### config.mk
export PLATFORM = sky130hd
export DESIGN_NAME = serial_adder_ctrl
export DESIGN_NICKNAME = d
export VERILOG_FILES = /design/src/rtl/serial_add_pkg.sv /design/src/rtl/nibble_adder.sv /design/src/rtl/serial_adder_ctrl.sv
export SDC_FILE = /design/constraint.sdc
export NUM_CORES = 1
export LEC_CHECK = 0
export ABC_AREA = 1
export BUFFER_PORTS_ARGS = -buffer_cell sky130_fd_sc_hd__buf_4
export CAP_MARGIN = 25
export CORE_MARGIN = 1
export CORE_UTILIZATION = 40
export CTS_CLUSTER_DIAMETER = 50
export DETAILED_ROUTE_END_ITERATION = 10
export GPL_ROUTABILITY_DRIVEN = 0
export GPL_TIMING_DRIVEN = 0
export HOLD_SLACK_MARGIN = 0.15
export PLACE_DENSITY_LB_ADDON = 0.3
export SYNTH_ARGS = -nofsm -noshare
export SYNTH_HDL_FRONTEND = slang
export SYNTH_SLANG_ARGS = --single-unit
### constraint.sdc
create_clock -name clk -period 2 [get_ports clk]
set_input_delay 0.2 -clock clk [delete_from_list [all_inputs] [get_ports clk]]
set_output_delay 0.2 -clock clk [all_outputs]
set_load 0.005 [all_outputs]
### src/rtl/serial_add_pkg.sv
// Shared types for the nibble-serial adder.
// FSM state encoding and adder slice width.
package serial_add_pkg;

  typedef enum logic [1:0] {
    IDLE = 2'd0,
    RUN  = 2'd1,
    DONE = 2'd2
  } state_t;

  localparam int NIBBLE_W = 4;

endpackage

### src/rtl/nibble_adder.sv
// Combinational 4-bit ripple-carry adder slice.
// Ports: a, b, c_in in; s, c_out out.
module nibble_adder
  import serial_add_pkg::*;
(
  input  logic [NIBBLE_W-1:0] a,
  input  logic [NIBBLE_W-1:0] b,
  input  logic                c_in,
  output logic [NIBBLE_W-1:0] s,
  output logic                c_out
);

  logic [NIBBLE_W:0] c;

  always_comb begin
    c    = '0;
    s    = '0;
    c[0] = c_in;
    for (int i = 0; i < NIBBLE_W; i++) begin
      s[i]   = a[i] ^ b[i] ^ c[i];
      c[i+1] = (a[i] & b[i]) | (c[i] & (a[i] ^ b[i]));
    end
  end

  assign c_out = c[NIBBLE_W];

endmodule

### src/rtl/serial_adder_ctrl.sv
// WIDTH-bit add/sub sequenced through one 4-bit slice, LS nibble first.
// Ports: in_valid/in_ready/a/b/sub in; out_valid/out_ready/sum/c_out/overflow out.
module serial_adder_ctrl
  import serial_add_pkg::*;
#(
  parameter int WIDTH = 16
) (
  input  logic             clk,
  input  logic             rst_n,
  input  logic             in_valid,
  output logic             in_ready,
  input  logic [WIDTH-1:0] a,
  input  logic [WIDTH-1:0] b,
  input  logic             sub,
  output logic             out_valid,
  input  logic             out_ready,
  output logic [WIDTH-1:0] sum,
  output logic             c_out,
  output logic             overflow
);

  localparam int NIBBLES = WIDTH / NIBBLE_W;
  localparam int CW      = $clog2(NIBBLES);
  localparam logic [CW-1:0] LAST = CW'(NIBBLES - 1);

  state_t            state_q, state_d;
  logic [CW-1:0]     cnt_q, cnt_d;
  logic [WIDTH-1:0]  a_q, a_d;
  logic [WIDTH-1:0]  b_q, b_d;
  logic [WIDTH-1:0]  sum_q, sum_d;
  logic              carry_q, carry_d;
  logic              msb_a_q, msb_a_d;
  logic              msb_b_q, msb_b_d;

  logic [NIBBLE_W-1:0] slice_s;
  logic                slice_c;

  nibble_adder u_slice (
    .a     (a_q[NIBBLE_W-1:0]),
    .b     (b_q[NIBBLE_W-1:0]),
    .c_in  (carry_q),
    .s     (slice_s),
    .c_out (slice_c)
  );

  always_comb begin
    state_d = state_q;
    cnt_d   = cnt_q;
    a_d     = a_q;
    b_d     = b_q;
    sum_d   = sum_q;
    carry_d = carry_q;
    msb_a_d = msb_a_q;
    msb_b_d = msb_b_q;
    unique case (state_q)
      IDLE: begin
        if (in_valid) begin
          // Subtract as a + ~b + 1: the +1 rides in as carry-in.
          a_d     = a;
          b_d     = sub ? ~b : b;
          carry_d = sub;
          cnt_d   = '0;
          sum_d   = '0;
          msb_a_d = a[WIDTH-1];
          msb_b_d = sub ? ~b[WIDTH-1] : b[WIDTH-1];
          state_d = RUN;
        end
      end
      RUN: begin
        carry_d = slice_c;
        sum_d   = {slice_s, sum_q[WIDTH-1:NIBBLE_W]};
        a_d     = a_q >> NIBBLE_W;
        b_d     = b_q >> NIBBLE_W;
        cnt_d   = cnt_q + 1'b1;
        if (cnt_q == LAST) state_d = DONE;
      end
      DONE: begin
        if (out_ready) state_d = IDLE;
      end
      default: state_d = IDLE;
    endcase
  end

  always_ff @(posedge clk or negedge rst_n) begin
    if (!rst_n) begin
      state_q <= IDLE;
      cnt_q   <= '0;
      a_q     <= '0;
      b_q     <= '0;
      sum_q   <= '0;
      carry_q <= 1'b0;
      msb_a_q <= 1'b0;
      msb_b_q <= 1'b0;
    end else begin
      state_q <= state_d;
      cnt_q   <= cnt_d;
      a_q     <= a_d;
      b_q     <= b_d;
      sum_q   <= sum_d;
      carry_q <= carry_d;
      msb_a_q <= msb_a_d;
      msb_b_q <= msb_b_d;
    end
  end

  // in_ready is forced low while reset is held.
  assign in_ready  = rst_n & (state_q == IDLE);
  assign out_valid = (state_q == DONE);
  assign sum       = out_valid ? sum_q : '0;
  assign c_out     = out_valid & carry_q;
  assign overflow  = out_valid & (msb_a_q == msb_b_q)
                   & (sum_q[WIDTH-1] != msb_a_q);

endmodule

Word level (Yosys, flattened, before mapping) --
Index checks and enable logic that the tools add are counted.
Word-level totals: flip-flop bits (word level) 55, bits of input ports 37, output and inout bits 20, word-level logic and storage cells 65
Operators by class: add/sub/neg operators 1, eq/ne operators 8, multiplexer cells 17, bitwise logic cells 26, reductions and logical operators 5
Operators with widths (count):
- $pmux W16 S2 | 3
- $mux W16 | 5
- $not A16 Y16 | 1
- $and A1 B1 Y1 | 12
- $mux W2 | 4
- $xor A1 B1 Y1 | 8
- $pmux W2 S3 | 1
- $eq A2 B2 Y1 const B | 2
- $ne A2 B2 Y1 const B | 2
- $or A1 B1 Y1 | 4
- $pmux W2 S2 | 1
- $reduce_and A2 Y1 | 2
- $reduce_and A3 Y1 | 1
- $add A2 B1 Y2 const B | 1
- $eq A2 B1 Y1 const B | 1
- $logic_not A2 Y1 | 1
- $mux W1 | 2
- $ne A2 B1 Y1 const B | 1
- $pmux W1 S2 | 1
- $reduce_bool A2 Y1 | 1
- $eq A1 B1 Y1 | 1
- $ne A1 B1 Y1 | 1
- $not A1 Y1 | 1

Logic depth before layout (Yosys ltp) --
word-level depth 10, gate-level depth with buffers 12, gate-level depth less buffers 12

Cells and area by module --
A second synthesis with hierarchy kept.
Unflattened totals: cell total of the unflattened synthesis 391, area total of the unflattened synthesis 2871.5 um^2
Modules (own cells, without submodules):
- serial_adder_ctrl | instances 1, cells each 377, area each 2753.9 um^2, sequential area each 1376.3 um^2
- nibble_adder | instances 1, cells each 14, area each 117.6 um^2, sequential area each 0.0 um^2

Worst setup path after synthesis --
No wires, ideal clock.
path type register to register, from reg a_q[0], to reg sum_q[15], setup time 0.083 ns, arrival time 1.945 ns, required time 1.917 ns, path slack -0.027 ns, stages on the path, launching flop included 9, path buffers 0, period minus slack after synthesis 2.027 ns, path through dfrtp_1 -> inv_1 -> fa_1 -> inv_1 -> fa_1 -> fa_1 -> inv_1 -> fa_1 -> o21ai_0
On the way: longest elaborated chain between the ends 9, elaborated cells between the ends (all ways) 10, classes of those cells 1 x mux; 9 x bitwise
Ends and longest elaborated chain:
- from (decl) | RTL line serial_adder_ctrl.sv:28 | logic [WIDTH-1:0] a_q, a_d;
- from (signal assigned) | RTL line serial_adder_ctrl.sv:88 | a_q <= '0;
- from (signal assigned) | RTL line serial_adder_ctrl.sv:97 | a_q <= a_d;
- $xor A1 B1 Y1 | RTL line nibble_adder.sv:21 | c[i+1] = (a[i] & b[i]) | (c[i] & (a[i] ^ b[i]));
- $and A1 B1 Y1 | RTL line nibble_adder.sv:21
- $or A1 B1 Y1 * | RTL line nibble_adder.sv:21
- $and A1 B1 Y1 * | RTL line nibble_adder.sv:21
- $or A1 B1 Y1 * | RTL line nibble_adder.sv:21
- $and A1 B1 Y1 * | RTL line nibble_adder.sv:21
- $or A1 B1 Y1 * | RTL line nibble_adder.sv:21
- $xor A1 B1 Y1 * | RTL line nibble_adder.sv:20 | s[i] = a[i] ^ b[i] ^ c[i];
- $pmux W16 S2 * | RTL line serial_adder_ctrl.sv:55 | unique case (state_q)
- to (signal assigned) | RTL line serial_adder_ctrl.sv:99 | sum_q <= sum_d;
- to (decl) | RTL line serial_adder_ctrl.sv:30 | logic [WIDTH-1:0] sum_q, sum_d;
Mark *: on every way between the ends. The rest lies on a longest branch, timed or not. A chain may end at the register's enable or synchronous reset.

Final worst setup path --
from reg b_q[0], to reg sum_q[15]
On the way: longest elaborated chain between the ends 9, elaborated cells between the ends (all ways) 10, classes of those cells 1 x mux; 9 x bitwise
Ends and longest elaborated chain:
- from (decl) | RTL line serial_adder_ctrl.sv:29 | logic [WIDTH-1:0] b_q, b_d;
- from (signal assigned) | RTL line serial_adder_ctrl.sv:89 | b_q <= '0;
- from (signal assigned) | RTL line serial_adder_ctrl.sv:98 | b_q <= b_d;
- $xor A1 B1 Y1 | RTL line nibble_adder.sv:21
- $and A1 B1 Y1 | RTL line nibble_adder.sv:21
- $or A1 B1 Y1 * | RTL line nibble_adder.sv:21
- $and A1 B1 Y1 * | RTL line nibble_adder.sv:21
- $or A1 B1 Y1 * | RTL line nibble_adder.sv:21
- $and A1 B1 Y1 * | RTL line nibble_adder.sv:21
- $or A1 B1 Y1 * | RTL line nibble_adder.sv:21
- $xor A1 B1 Y1 * | RTL line nibble_adder.sv:20
- $pmux W16 S2 * | RTL line serial_adder_ctrl.sv:55
Marked as above.

==> results.ini <==
[status]
result_of_the_run = complete, but fails checks
failed_checks = negative setup slack

[floorplan]
ioPinCount = 57
die_h_um = 86.7
floorplan.rows = 30
placeable_core_region_um2 = 6870
effective_utilization_at_floorplan_pct = 41.8
chipWidth_um = 86.7
area_of_the_die_um2 = 7520

[critical_path]
worstSetupEndpointType = flip-flop
cp_cell_sequence = inv_2 -> fa_2 -> inv_2 -> fa_2 -> fa_2 -> inv_2 -> fa_1 -> o21ai_2
critical_path.n_buffers_inverters = 3
cp_data_arrival_time_ns = 2.27
crit_required_ns = 2.24
reg2reg_depth = 8
path_delay_family = adder cells
timing.critical_path.depth = 8
critPathLaunchType = flip-flop
r2r_slack_ns = -0.03
ff_to_ff_end = sum_q[15]
regToRegStartpoint = b_q[0]
crit_path_max_cell_delay_ns = 0.41
slowest_stage = dfrtp_1
worstSetupPathType = flip-flop to flip-flop
worstPathMaxFanout = 2

[global_route]
overflow_left_after_global_routing = 0
grt_start_max_net_pins = 57
grt_first_pass_wirelength_um = 10900
grt_pass1_vias = 2407
number_of_antenna_violations_at_the_first_check_in_global_routing = 0
grt.total_usage_pct = 18.9

[final_layout]
n_antenna_cell = 0
syn_to_final_growth_pct = 25.8
layout.cells.most_common_list = nand2_1, buf_4, dfrtp_1, inv_1, nand3_1
filler_cell_count = 688
drive_gt1_share_pct = 20.9
postLayoutCoreUtil_pct = 52.6
finish.net_count = 509
layout.cells.non_filler = 564
final_common_cell = nand2_1
design_area_um2 = 3610

[clock_tree]
worst_skew_pair.late_latency_ns = 0.31
clkSlewWorstSetupHoldPaths_ns = 0.10
cts.path.max_buffers = 2
ctsRootBufferMaster = clkbuf_8
tritoncts = done
cts_max_level = 2
cts_buffers = 5
clock-sinks = 55

[timing]
grt_setup_unrepaired = yes
worst_tran_pin_value_ns = 0.521
slew_viol_final = 0
final.setup_skew_ns = 0.00492
share_of_the_cycle_needed_by_the_critical_path_after_routing_pct = 101
total_of_endpoints_with_negative_setup_slack_in_the_final_report = 1
finalWorstPathRequiredPeriod_ns = 2.03
timing.slew.headroom_pct = 65.2
hold_viol = 0
setup_ws_ns = -0.0253
highest_attainable_clock_frequency_mhz = 494

[route]
drcViolationCount = 0
avgRoutedWirePerCell_um = 11.5
count_of_routing_violations_after_the_opening_detailed_route_iteration = 117
routed_wirelength_um = 6500
antenna_left = 0
via_per_inst = 4.62
count_of_tritonroute_iterations_in_the_first_routing_pass = 4
via_count = 2606

[pwr]
power_per_cell_area_nw_per_um2 = 1290
internal-power_mw = 2.76
swShare_pct = 40.8
p_clk_share_pct = 16.4
power_frac_seq_pct = 39.7
ir_worst_vdd_mv = 0.651
leakage_nw = 2.03
power.combinational.fraction_pct = 43.9
power.net_switching_mw = 1.90

[worst_hold_path]
worst_hold_path_type = primary input to flip-flop
hold_start = a[4]
worst_hold_depth = 5
min_to = a_q[4]

[logic_synthesis]
postSynthCellCount = 397
postSynthAreaPerCell_um2 = 7.23
synth.ff_latch_count = 55
synthDistinctLibCells = 18
synth.yosys.warnings = 0
post_synth_instance_area_um2 = 2870
synth.yosys.seq_area_share_pct = 48.0
syn-num-nets = 439

[placed_design]
place_area_um2 = 3400
dpl.cell_count = 548
buffer_ports.inserted = 55
post-dp-hpwl_um = 4690

[flow_run]
maxCapViolations = 0

[kinds of logic after synthesis]
| family | after synthesis | share of synthesized area [%] |
|---|---|---|
| and+or+nand+nor | 249 | 33.9 |
| DFF | 55 | 48.0 |
| adders and majority gates | 5 | 3.23 |
| xor gates and xnor gates | 1 | 0.305 |
| AOI/OAI and AO/OA | 20 | 3.88 |
| buffers and inverters | 67 | 10.7 |
[how the worst max path moves through the flow]
stage | start | to | slack (ns)
2_1_floorplan | a_q[0] | sum_q[15] | 0.04
6_report | b_q[0] | sum_q[15] | -0.03
3_3_place_gp | a_q[0] | sum_q[15] | -0.06
5_1_grt | a_q[0] | sum_q[15] | -0.11
4_1_cts | a_q[0] | carry_q | -0.04
3_5_place_dp | a_q[0] | sum_q[15] | -0.09
[stage by stage]
step / hold WS [ns] / TNS, ns / power, mW / worst slack, ns
5_1_grt: 0.184 / -0.183 / 5.08 / -0.109
3_3_place_gp: 0.294 / -0.0617 / 3.77 / -0.0617
6_report: 0.174 / -0.0253 / 4.66 / -0.0253
2_1_floorplan: -0.0956 / 0 / 3.24 / 0.0369
4_1_cts: 0.166 / -0.0813 / 4.66 / -0.0413
3_5_place_dp: 0.294 / -0.0980 / 3.84 / -0.0936
[layout make-up]
cell class | instances | area (µm²) | share of cell area [%]
Multi-Input combinational cell | 275 | 1200 | 33.2
Inverter | 48 | 180 | 4.99
Buffer | 19 | 126 | 3.50
Clock inverter | 2 | 35.0 | 0.971
Clock buffer | 6 | 82.6 | 2.29
Timing Repair Buffer | 63 | 492 | 13.6
Sequential cell | 55 | 1380 | 38.1
Tap cell | 96 | 120 | 3.33
[Yosys cell counts (all sizes together)]
library cell | n | area, µm²
a21oi | 1 | 5.00
buf | 17 | 118
clkbuf | 2 | 8.75
dfrtp | 55 | 1380
fa | 4 | 80.1
ha | 1 | 12.5
inv | 48 | 180
nand2 | 199 | 749
nand3 | 29 | 145
nor2 | 21 | 78.8
o21ai | 19 | 106
xor2 | 1 | 8.76
[registers in the layout, indices dropped and copies added (netlist names)]
register  cells
a_q          16
b_q          16
carry_q       1
cnt_q         2
msb_a_q       1
msb_b_q       1
state_q       2
sum_q        16
[metal layers]
metal | vias to the layer above | GRT usage [%] | share of wire [%]
li1 | 1317 | - | -
met1 | 1216 | 24.4 | 46
met2 | 68 | 32.5 | 48
met3 | 5 | 4.48 | 5.1
met4 | 0 | 4.09 | 0.77
met5 | - | 0 | 0
[worst reg2reg max path, stage by stage (launching register included)]
cell and delay, ns:
dfrtp_1 0.41, inv_2 0.07, fa_2 0.19, inv_2 0.04, fa_2 0.33, fa_2 0.34
inv_2 0.06, fa_1 0.41, o21ai_2 0.12
[power groups by stage]
stage	Clock (mW)	Combinational (mW)	Sequential, mW
6_report	0.763	2.05	1.85
5_1_grt	0.836	2.35	1.90
4_1_cts	0.782	2.03	1.85
3_5_place_dp	0	1.98	1.86
3_3_place_gp	0	1.93	1.85
2_1_floorplan	0	1.45	1.79
[repair_timing]
item / CTS / global route
hold buffers: 6 / 0
pin swaps: 1 / 0
resized for setup: 4 / 5
endpoints found under the hold margin: 61 / 0
endpoints found under the setup margin: 2 / 3
setup buffers: 1 / 1
Note: power is estimated with default switching activity, not from simulation.
